`config.mk`:
```
export PLATFORM = sky130hd
export DESIGN_NAME = midi_msg_tx
export DESIGN_NICKNAME = d
export VERILOG_FILES = /design/src/rtl/midi_msg_tx_pkg.sv /design/src/rtl/midi_msg_tx_len_decode.sv /design/src/rtl/midi_msg_tx.sv
export SDC_FILE = /design/constraint.sdc
export NUM_CORES = 1
export LEC_CHECK = 0
export BUFFER_PORTS_ARGS = -buffer_cell sky130_fd_sc_hd__buf_4
export CELL_PAD_IN_SITES_DETAIL_PLACEMENT = 1
export CELL_PAD_IN_SITES_GLOBAL_PLACEMENT = 1
export CORE_MARGIN = 2
export CORE_UTILIZATION = 38
export DETAILED_ROUTE_END_ITERATION = 16
export PLACE_DENSITY_LB_ADDON = 0.15
export SLEW_MARGIN = 5
export SYNTH_ARGS = -nofsm -noshare
export SYNTH_HDL_FRONTEND = slang
export SYNTH_SLANG_ARGS = --single-unit
export TNS_END_PERCENT = 100
```
`constraint.sdc`:
```
create_clock -name clk -period 1.55 [get_ports clk]
set_input_delay 0.0775 -clock clk [delete_from_list [all_inputs] [get_ports clk]]
set_output_delay 0.0775 -clock clk [all_outputs]
set_load 0.005 [all_outputs]
```
`src/rtl/midi_msg_tx_pkg.sv`:
```
// Shared definitions for the MIDI message framer and the future receive parser:
// FSM state encoding, MIDI status range constants and a channel-voice helper.
package midi_msg_tx_pkg;

    typedef enum logic [1:0] {
        ST_IDLE       = 2'd0,
        ST_LOAD       = 2'd1,
        ST_WAIT_START = 2'd2,
        ST_WAIT_DONE  = 2'd3
    } tx_state_e;

    localparam logic [7:0] NOTE_OFF = 8'h80;  // first channel-voice status
    localparam logic [7:0] SYS_BASE = 8'hF0;  // first system-common status
    localparam logic [7:0] RT_BASE  = 8'hF8;  // first real-time status

    // Channel-voice messages occupy 0x80..0xEF.
    function automatic logic is_channel_voice(input logic [7:0] status);
        return (status >= NOTE_OFF) && (status < SYS_BASE);
    endfunction

endpackage

```
`src/rtl/midi_msg_tx_len_decode.sv`:
```
// midi_len_decode: maps a MIDI status byte to its total message length
// (status byte included) and flags statuses that cannot start a message.
module midi_len_decode
    import midi_msg_tx_pkg::*;
(
    input  logic [7:0] status_i,
    output logic [1:0] len_o,
    output logic       valid_o
);

    // Length table; undefined system statuses and data bytes are invalid.
    always_comb begin
        len_o   = 2'd0;
        valid_o = 1'b0;
        if (is_channel_voice(status_i)) begin
            valid_o = 1'b1;
            // Program change and channel pressure (0xC0..0xDF) carry one data byte.
            len_o   = (status_i[7:5] == 3'b110) ? 2'd2 : 2'd3;
        end else if (status_i >= RT_BASE) begin
            valid_o = 1'b1;
            len_o   = 2'd1;
        end else if (status_i >= SYS_BASE) begin
            case (status_i)
                8'hF1, 8'hF3: begin valid_o = 1'b1; len_o = 2'd2; end
                8'hF2:        begin valid_o = 1'b1; len_o = 2'd3; end
                8'hF6:        begin valid_o = 1'b1; len_o = 2'd1; end
                default:      begin valid_o = 1'b0; len_o = 2'd0; end
            endcase
        end
    end

endmodule

```
`src/rtl/midi_msg_tx.sv`:
```
// midi_msg_tx: frames one MIDI message per handshake into the byte stream of
// an 8N1 UART transmitter (one-cycle send pulse, busy flag back).
// Optional build macro MIDI_RUNNING_STATUS_EN suppresses a repeated
// channel-voice status byte.
//
// Handshake: a message is taken on any rising clk edge where
// msg_valid & msg_ready; msg_ready is high exactly while the FSM is idle,
// and the msg_* inputs are latched at that edge and may change afterwards.
module midi_msg_tx
    import midi_msg_tx_pkg::*;
#(
    parameter int STALL_LIMIT = 16
) (
    input  logic       clk,
    input  logic       reset,
    input  logic       msg_valid,
    output logic       msg_ready,
    input  logic [7:0] msg_status,
    input  logic [6:0] msg_data1,
    input  logic [6:0] msg_data2,
    output logic [7:0] tx_data,
    output logic       tx_send,
    input  logic       tx_busy,
    output logic       msg_err
);

    localparam int SW = (STALL_LIMIT < 2) ? 1 : $clog2(STALL_LIMIT);

    tx_state_e   state_q;
    logic [7:0]  status_q;
    logic [6:0]  data1_q;
    logic [6:0]  data2_q;
    logic [1:0]  len_q;
    logic [1:0]  idx_q;
    logic [SW-1:0] stall_q;
    logic [7:0]  tx_data_q;
    logic        tx_send_q;
    logic        msg_err_q;

    logic [1:0]  dec_len;
    logic        dec_valid;
    logic [7:0]  cur_byte;
    logic [2:0]  idx_inc_d;
    logic [1:0]  start_idx_d;

    midi_len_decode u_len_decode (
        .status_i (msg_status),
        .len_o    (dec_len),
        .valid_o  (dec_valid)
    );

`ifdef MIDI_RUNNING_STATUS_EN
    logic [7:0] last_status_q;

    // A repeated channel-voice status is implied by the receiver; start at data1.
    always_comb begin
        start_idx_d = 2'd0;
        if (is_channel_voice(msg_status) && (msg_status == last_status_q)) begin
            start_idx_d = 2'd1;
        end
    end

    // Running-status memory: set by channel voice, cleared by system common and aborts.
    always_ff @(posedge clk or posedge reset) begin
        if (reset) begin
            last_status_q <= 8'h00;
        end else if ((state_q == ST_IDLE) && msg_valid) begin
            if (is_channel_voice(msg_status)) begin
                last_status_q <= msg_status;
            end else if ((msg_status >= SYS_BASE) && (msg_status < RT_BASE)) begin
                last_status_q <= 8'h00;
            end
        end else if ((state_q == ST_WAIT_START) && !tx_busy &&
                     (stall_q == SW'(STALL_LIMIT - 1))) begin
            last_status_q <= 8'h00;
        end
    end
`else
    // Without running status every message starts with its status byte.
    always_comb begin
        start_idx_d = 2'd0;
    end
`endif

    // Byte selection for the current index and the index increment.
    always_comb begin
        case (idx_q)
            2'd0:    cur_byte = status_q;
            2'd1:    cur_byte = {1'b0, data1_q};
            default: cur_byte = {1'b0, data2_q};
        endcase
        idx_inc_d = {1'b0, idx_q} + 3'd1;
    end

    // Framing FSM with registered transmitter-side outputs.
    always_ff @(posedge clk or posedge reset) begin
        if (reset) begin
            state_q   <= ST_IDLE;
            status_q  <= 8'h00;
            data1_q   <= 7'h00;
            data2_q   <= 7'h00;
            len_q     <= 2'd0;
            idx_q     <= 2'd0;
            stall_q   <= '0;
            tx_data_q <= 8'h00;
            tx_send_q <= 1'b0;
            msg_err_q <= 1'b0;
        end else begin
            msg_err_q <= 1'b0;
            case (state_q)
                ST_IDLE: begin
                    if (msg_valid) begin
                        status_q <= msg_status;
                        data1_q  <= msg_data1;
                        data2_q  <= msg_data2;
                        if (dec_valid) begin
                            len_q   <= dec_len;
                            idx_q   <= start_idx_d;
                            state_q <= ST_LOAD;
                        end else begin
                            msg_err_q <= 1'b1;
                        end
                    end
                end
                ST_LOAD: begin
                    // Only hand over a byte once the transmitter is free.
                    if (!tx_busy) begin
                        tx_data_q <= cur_byte;
                        tx_send_q <= 1'b1;
                        stall_q   <= '0;
                        state_q   <= ST_WAIT_START;
                    end
                end
                ST_WAIT_START: begin
                    tx_send_q <= 1'b0;
                    if (tx_busy) begin
                        state_q <= ST_WAIT_DONE;
                    end else if (stall_q == SW'(STALL_LIMIT - 1)) begin
                        // Transmitter never acknowledged: drop the rest of the frame.
                        msg_err_q <= 1'b1;
                        idx_q     <= 2'd0;
                        state_q   <= ST_IDLE;
                    end else begin
                        stall_q <= stall_q + 1'b1;
                    end
                end
                ST_WAIT_DONE: begin
                    if (!tx_busy) begin
                        if (idx_inc_d < {1'b0, len_q}) begin
                            idx_q   <= idx_inc_d[1:0];
                            state_q <= ST_LOAD;
                        end else begin
                            idx_q   <= 2'd0;
                            state_q <= ST_IDLE;
                        end
                    end
                end
                default: state_q <= ST_IDLE;
            endcase
        end
    end

    assign msg_ready = (state_q == ST_IDLE);
    assign tx_data   = tx_data_q;
    assign tx_send   = tx_send_q;
    assign msg_err   = msg_err_q;

endmodule

```
# Yosys cells after proc, flatten, opt, wreduce, memory -nomap -nowiden
# Cells that the tools add are included.
# Widths: inputs -> output; s select.
op_classes:
  add_sub_neg: 2
  order_cmp: 5
  n_eq_ne: 18
  muxes: 35
  bitwise_logic: 1
  reduce_logical: 14
op_table:
  columns: ["operator", "n"]
  rows:
  - ["$eq 8x8->1 const B", 4]
  - ["$mux 2", 14]
  - ["$ge 8x8->1 const B", 3]
  - ["$pmux 8 s2", 1]
  - ["$mux 4", 3]
  - ["$ne 2x2->1 const B", 6]
  - ["$pmux 2 s3", 2]
  - ["$mux 1", 11]
  - ["$lt 8x8->1 const B", 1]
  - ["$pmux 2 s4", 1]
  - ["$pmux 4 s2", 1]
  - ["$reduce_and 2->1", 3]
  - ["$reduce_and 6->1", 1]
  - ["$reduce_and 5->1", 1]
  - ["$add 4x1->4 const B", 1]
  - ["$eq 2x1->1 const B", 2]
  - ["$eq 2x2->1 const B", 2]
  - ["$eq 4x4->1 const B", 1]
  - ["$logic_not 2->1", 2]
  - ["$pmux 1 s2", 2]
  - ["$reduce_and 4->1", 1]
  - ["$reduce_or 4->1", 1]
  - ["$add 2x1->3 const B", 1]
  - ["$eq 3x3->1 const B", 1]
  - ["other kinds (9)", 9]
word_totals:
  register_bits: 42
  in_bits: 26
  output_inout_bits: 11
  wordCells: 85

# Longest topological paths before layout
depth:
  depth_word: 9
  depth_mapped: 6

# Hierarchy
# From an unflattened synthesis, not the netlist that was laid out.
unflattened:
  hier_cells: 170
  hier_area_um2: 2105.8
by_module_without_submodules:
  columns: ["mod", "n_inst", "cells_each", "area_per_inst_um2"]
  rows:
  - ["midi_msg_tx", 1, 159, 2044.5]
  - ["midi_len_decode", 1, 11, 61.3]

# Worst setup path before layout
# No wires, ideal clock.
synth_path:
  kind: "flip-flop to flip-flop"
  start: "register idx_q[0]"
  end: "register idx_q[0]"
  setup_time_ns: 0.083
  t_arrival_ns: 1.524
  t_required_ns: 1.467
  slack_ns: -0.056
  stages_incl_launch_ff: 7
  period_less_slack_ns: 1.606
  path_cell_list: "dfrtp_1 > inv_1 > fa_1 > a211o_1 > nand4_1 > or3_1 > o21ai_0"
synth_via:
  elab_chain_len: 5
synth_lines:
  columns: ["item", "line_no", "rtl"]
  rows:
  - ["from (decl)", "midi_msg_tx.sv:34", "logic [1:0] idx_q;"]
  - ["from (signal assigned)", "midi_msg_tx.sv:118", "idx_q <= start_idx_d;"]
  - ["from (signal assigned)", "midi_msg_tx.sv:150", "idx_q <= idx_inc_d[1:0];"]
  - ["$add 2x1->3 *", "midi_msg_tx.sv:92", "idx_inc_d = {1'b0, idx_q} + 3'd1;"]
  - ["$lt 3x2->1", "midi_msg_tx.sv:149", "if (idx_inc_d < {1'b0, len_q}) begin"]
  - ["$mux 2 *", "midi_msg_tx.sv:149", null]
  - ["$mux 2 *", "midi_msg_tx.sv:148", "if (!tx_busy) begin"]
  - ["$pmux 2 s3 *", "midi_msg_tx.sv:110", "case (state_q)"]
# Every way passes the cells marked *; elsewhere a longest branch is shown, timed or not. The select of a mux whose other input is x is not followed.
# A chain may end at the register's enable or synchronous reset.

# Worst setup path after layout
layout_path:
  start: "register len_q[1]"
  end: "register idx_q[0]"
layout_via:
  elab_chain_len: 4
layout_lines:
  columns: ["item", "line_no", "rtl"]
  rows:
  - ["from (decl)", "midi_msg_tx.sv:33", "logic [1:0] len_q;"]
  - ["from (signal assigned)", "midi_msg_tx.sv:117", "len_q <= dec_len;"]
  - ["$lt 3x2->1", "midi_msg_tx.sv:149", null]
  - ["$mux 2", "midi_msg_tx.sv:149", null]
  - ["$mux 2", "midi_msg_tx.sv:148", null]
  - ["$pmux 2 s3", "midi_msg_tx.sv:110", null]
# Every way passes these cells. The select of a mux whose other input is x is not followed.

==> impl_results.md <==
- Critical path depth: 5
- Worst path buffer plus inverter count: 0
- H-tree depth: 2
- Clk buf depth: 2
- Vias/cell: 5.07
- GP Congestion: roughly 0.80
- Fin crit period: 1.70 ns
- Arr. time, crit path: 1.93 ns
- Element type at the critical path start: flip-flop
- Layout area overhead: 32.7%
- FMAX: 587 MHz
- DP Wirelength: 3570 um
- GRT overflow: 0
- Pwr per Cell Area: around 2000 mW/mm2
- Number of global-route vias before repair: between 1500 and 2000
- Die X: roughly 76 um
- First-pass GRT wire length: just over 8000 um
- Final hold vios: 0
- Initial DRC count: 30
- Post-DP Area: 0.00239 mm2
- Max_slew headroom: 0.641
- Commonest non-fill, non-tap cell in the layout: buf_4
- Sequential area share after synthesis: 0.538
- Clock slew seen by the registers of the worst setup and hold paths: 0.08 ns
- DRT Pass-1 Iters: 4
- Full die area: 0.00573 mm2
- Post-Route Skew: approximately 0.0052 ns
- Final Setup Violations: 3
- Total Neg Setup Slack: -0.275 ns
- Status: finished with violations
- Biggest area consumer among synthesized cells: dfrtp_1
- DRC viols: 0
- Synth area leaders: dfrtp_1 (54%), mux2_2 (12%), a22oi_1 (3.1%), nor2_1 (2.7%), a31oi_1 (2.6%)
- Tot Pwr: just over 5000 uW
- Crit path cell chain: fa_1, a211o_1, nand4_1, or3_1, o21ai_1
- Num rows: 26
- Least-Margin Pin Slew: 0.533 ns
- R2R depth: 5
- Fin crit share: 1.10
- CP required: 1.77 ns
- Antenna diodes: 0
- Via count: approximately 1500
- Post-route ant nets: 0
- Clock sinks: 42
- Uppermost layer routed: met4
- Post-Synthesis Cells: 174
- Cell family with most CP delay: adder cells
- Root Buffer: clkbuf_8
- Flops & latches, synth: 42
- Post-synth cell types: 36
- Syn_area_per_cell: between 10 and 15 um2
- CP endpoint kind: flip-flop
- Crit-path max cell delay: 0.54 ns
- Critical path class: reg2reg
- Fill count: between 500 and 600
- CTS buffer count: 5
- Total Routing Usage GR: 0.195
- Layout cells sized above 1: 0.399
- DR WL/cell: 16.7 um
- Setup WS pre-CTS: -0.144 ns
- Setup ws final: -0.154 ns
- Met3 wire length: 152 um
- Leading cell types in the layout, fill and taps excluded: buf_4 (49), dfrtp_1 (41), mux2_2 (21), nor2_1 (13), nand2_1 (12)
- WHS: 0.00794 ns
- Wire length on met1: 2090 um
- Initial Util: 0.387
- Die H: between 70 and 80 um
- Worst-path maximum fanout: 3
- Slowest CP cell: fa_1
- CTS tree: built
- Core area: just over 0.005 mm2
- RSZ-0062 raised after global routing: true
- Number of buffers added on ports: 36
- YS warnings: 0
- Hold Path Cell Cnt: 2
- Post-route cell area: between 0.002 and 0.003 mm2
- Ports: 37
- Worst skew pair latency: ~0.3 ns
- Initial antenna violation count: 0
- Share of the synthesized area in the top cell type: 0.538
- Syn nets: 205
- Worst hold path class: in2reg
- Maxcap violations: 0
- Peak supply drop: a little under 800 uV
- Netlist Area Pre-Place: 0.00195 mm2
- Largest net degree at the start of global routing: 43
- Violated checks: setup timing
- Met2 WL: roughly 2700 um
- Pleak: 0.00115 uW
- Post-Route WL: 4970 um
- Nets: 258
- Pins Over Slew Limit: 0
==> power breakdown <==
group	switching (uW)	internal (uW)
Sequential	329	1600
Combinational	967	1070
Clock	384	687
==> per-stage QoR <==
step | util | cells
after floorplan | - | 174
after global placement | 0.474 | 286
after detailed placement | 0.474 | 286
after CTS | 0.508 | 297
after global routing | 0.514 | 298
final | 0.514 | 298
==> cells by family (layout without fill, tap and decap cells) <==
logic type	count (synthesis)	count (layout)	share of synthesized area
AND/OR/NAND/NOR	48	48	0.127
flip-flops	42	42	0.538
AO/OA/AOI/OAI	41	41	0.142
multiplexers	21	21	0.121
buffers and inverters	17	71	0.0359
adder cells (fa/ha/maj)	5	5	0.0359
==> layout make-up <==
type | count | area [um2] | share of cell area
clock buffers | 6 | 82.6 | 0.0319
flip-flops and latches | 42 | 1050 | 0.406
repair buffers | 53 | 419 | 0.162
well taps | 70 | 87.6 | 0.0338
inverters | 10 | 37.5 | 0.0145
clock inverters | 2 | 60.1 | 0.0232
multi-input cells | 115 | 853 | 0.329
==> timing repair <==
action | in CTS | in global routing
resized for setup | 3 | 6
buffers inserted | 1 | 1
pin swaps | 0 | 1
endpoints found under the hold margin | 43 | 0
hold buffers | 2 | 0
endpoints found under the setup margin | 10 | 13
==> flip-flops by register name, indices dropped and copies added (netlist names) <==
| register | count |
|---|---|
| data1_q | 7 |
| data2_q | 7 |
| idx_q | 2 |
| len_q | 2 |
| msg_err | 1 |
| stall_q | 4 |
| state_q | 2 |
| status_q | 8 |
| tx_data | 8 |
| tx_send | 1 |
==> metal layers <==
metal	vias up	GRT usage
met2	24	0.357
met1	757	0.229
li1	724	-
met4	0	0.0526
met3	5	0.0423
met5	-	0
==> worst reg2reg max path, delay by kind of cell (launching register included) <==
kind | cells | cell delay [ns]
adders and majority gates | 1 | 0.54
AOI/OAI and AO/OA | 2 | 0.19
and+or+nand+nor | 2 | 0.50
DFF | 1 | 0.41
==> synth_stat cells <==
cell,count
a211o_1,1
a211oi_1,1
a21o_1,2
a21oi_1,5
a22oi_1,8
a311oi_1,2
a31oi_1,8
a32oi_1,1
and2b_1,1
and3_1,1
buf_1,1
buf_2,5
clkbuf_1,1
dfrtp_1,42
fa_1,1
ha_1,4
inv_1,10
mux2_2,21
nand2_1,12
nand2b_1,3
nand3_1,3
nand4_1,2
nor2_1,14
nor2_2,1
nor2b_1,3
nor3_1,1
nor3b_1,1
nor3b_4,1
nor4_1,2
nor4bb_1,1
o21ai_0,8
o21ai_1,1
o21ba_2,1
o22ai_1,2
o41ai_2,1
or3_1,2
==> final timing paths <==
kind	from	to	slack, ns
min in group asynchronous	reset	data1_q[5]	0.47
worst max-delay path	len_q[1]	idx_q[0]	-0.15
max in group asynchronous	reset	state_q[0]	0.69
worst max register to register	len_q[1]	idx_q[0]	-0.15
worst min register to register	tx_send	tx_send	0.49
worst min-delay path	msg_data2[1]	data2_q[1]	0.008
Power figures use the tool's default switching activity.
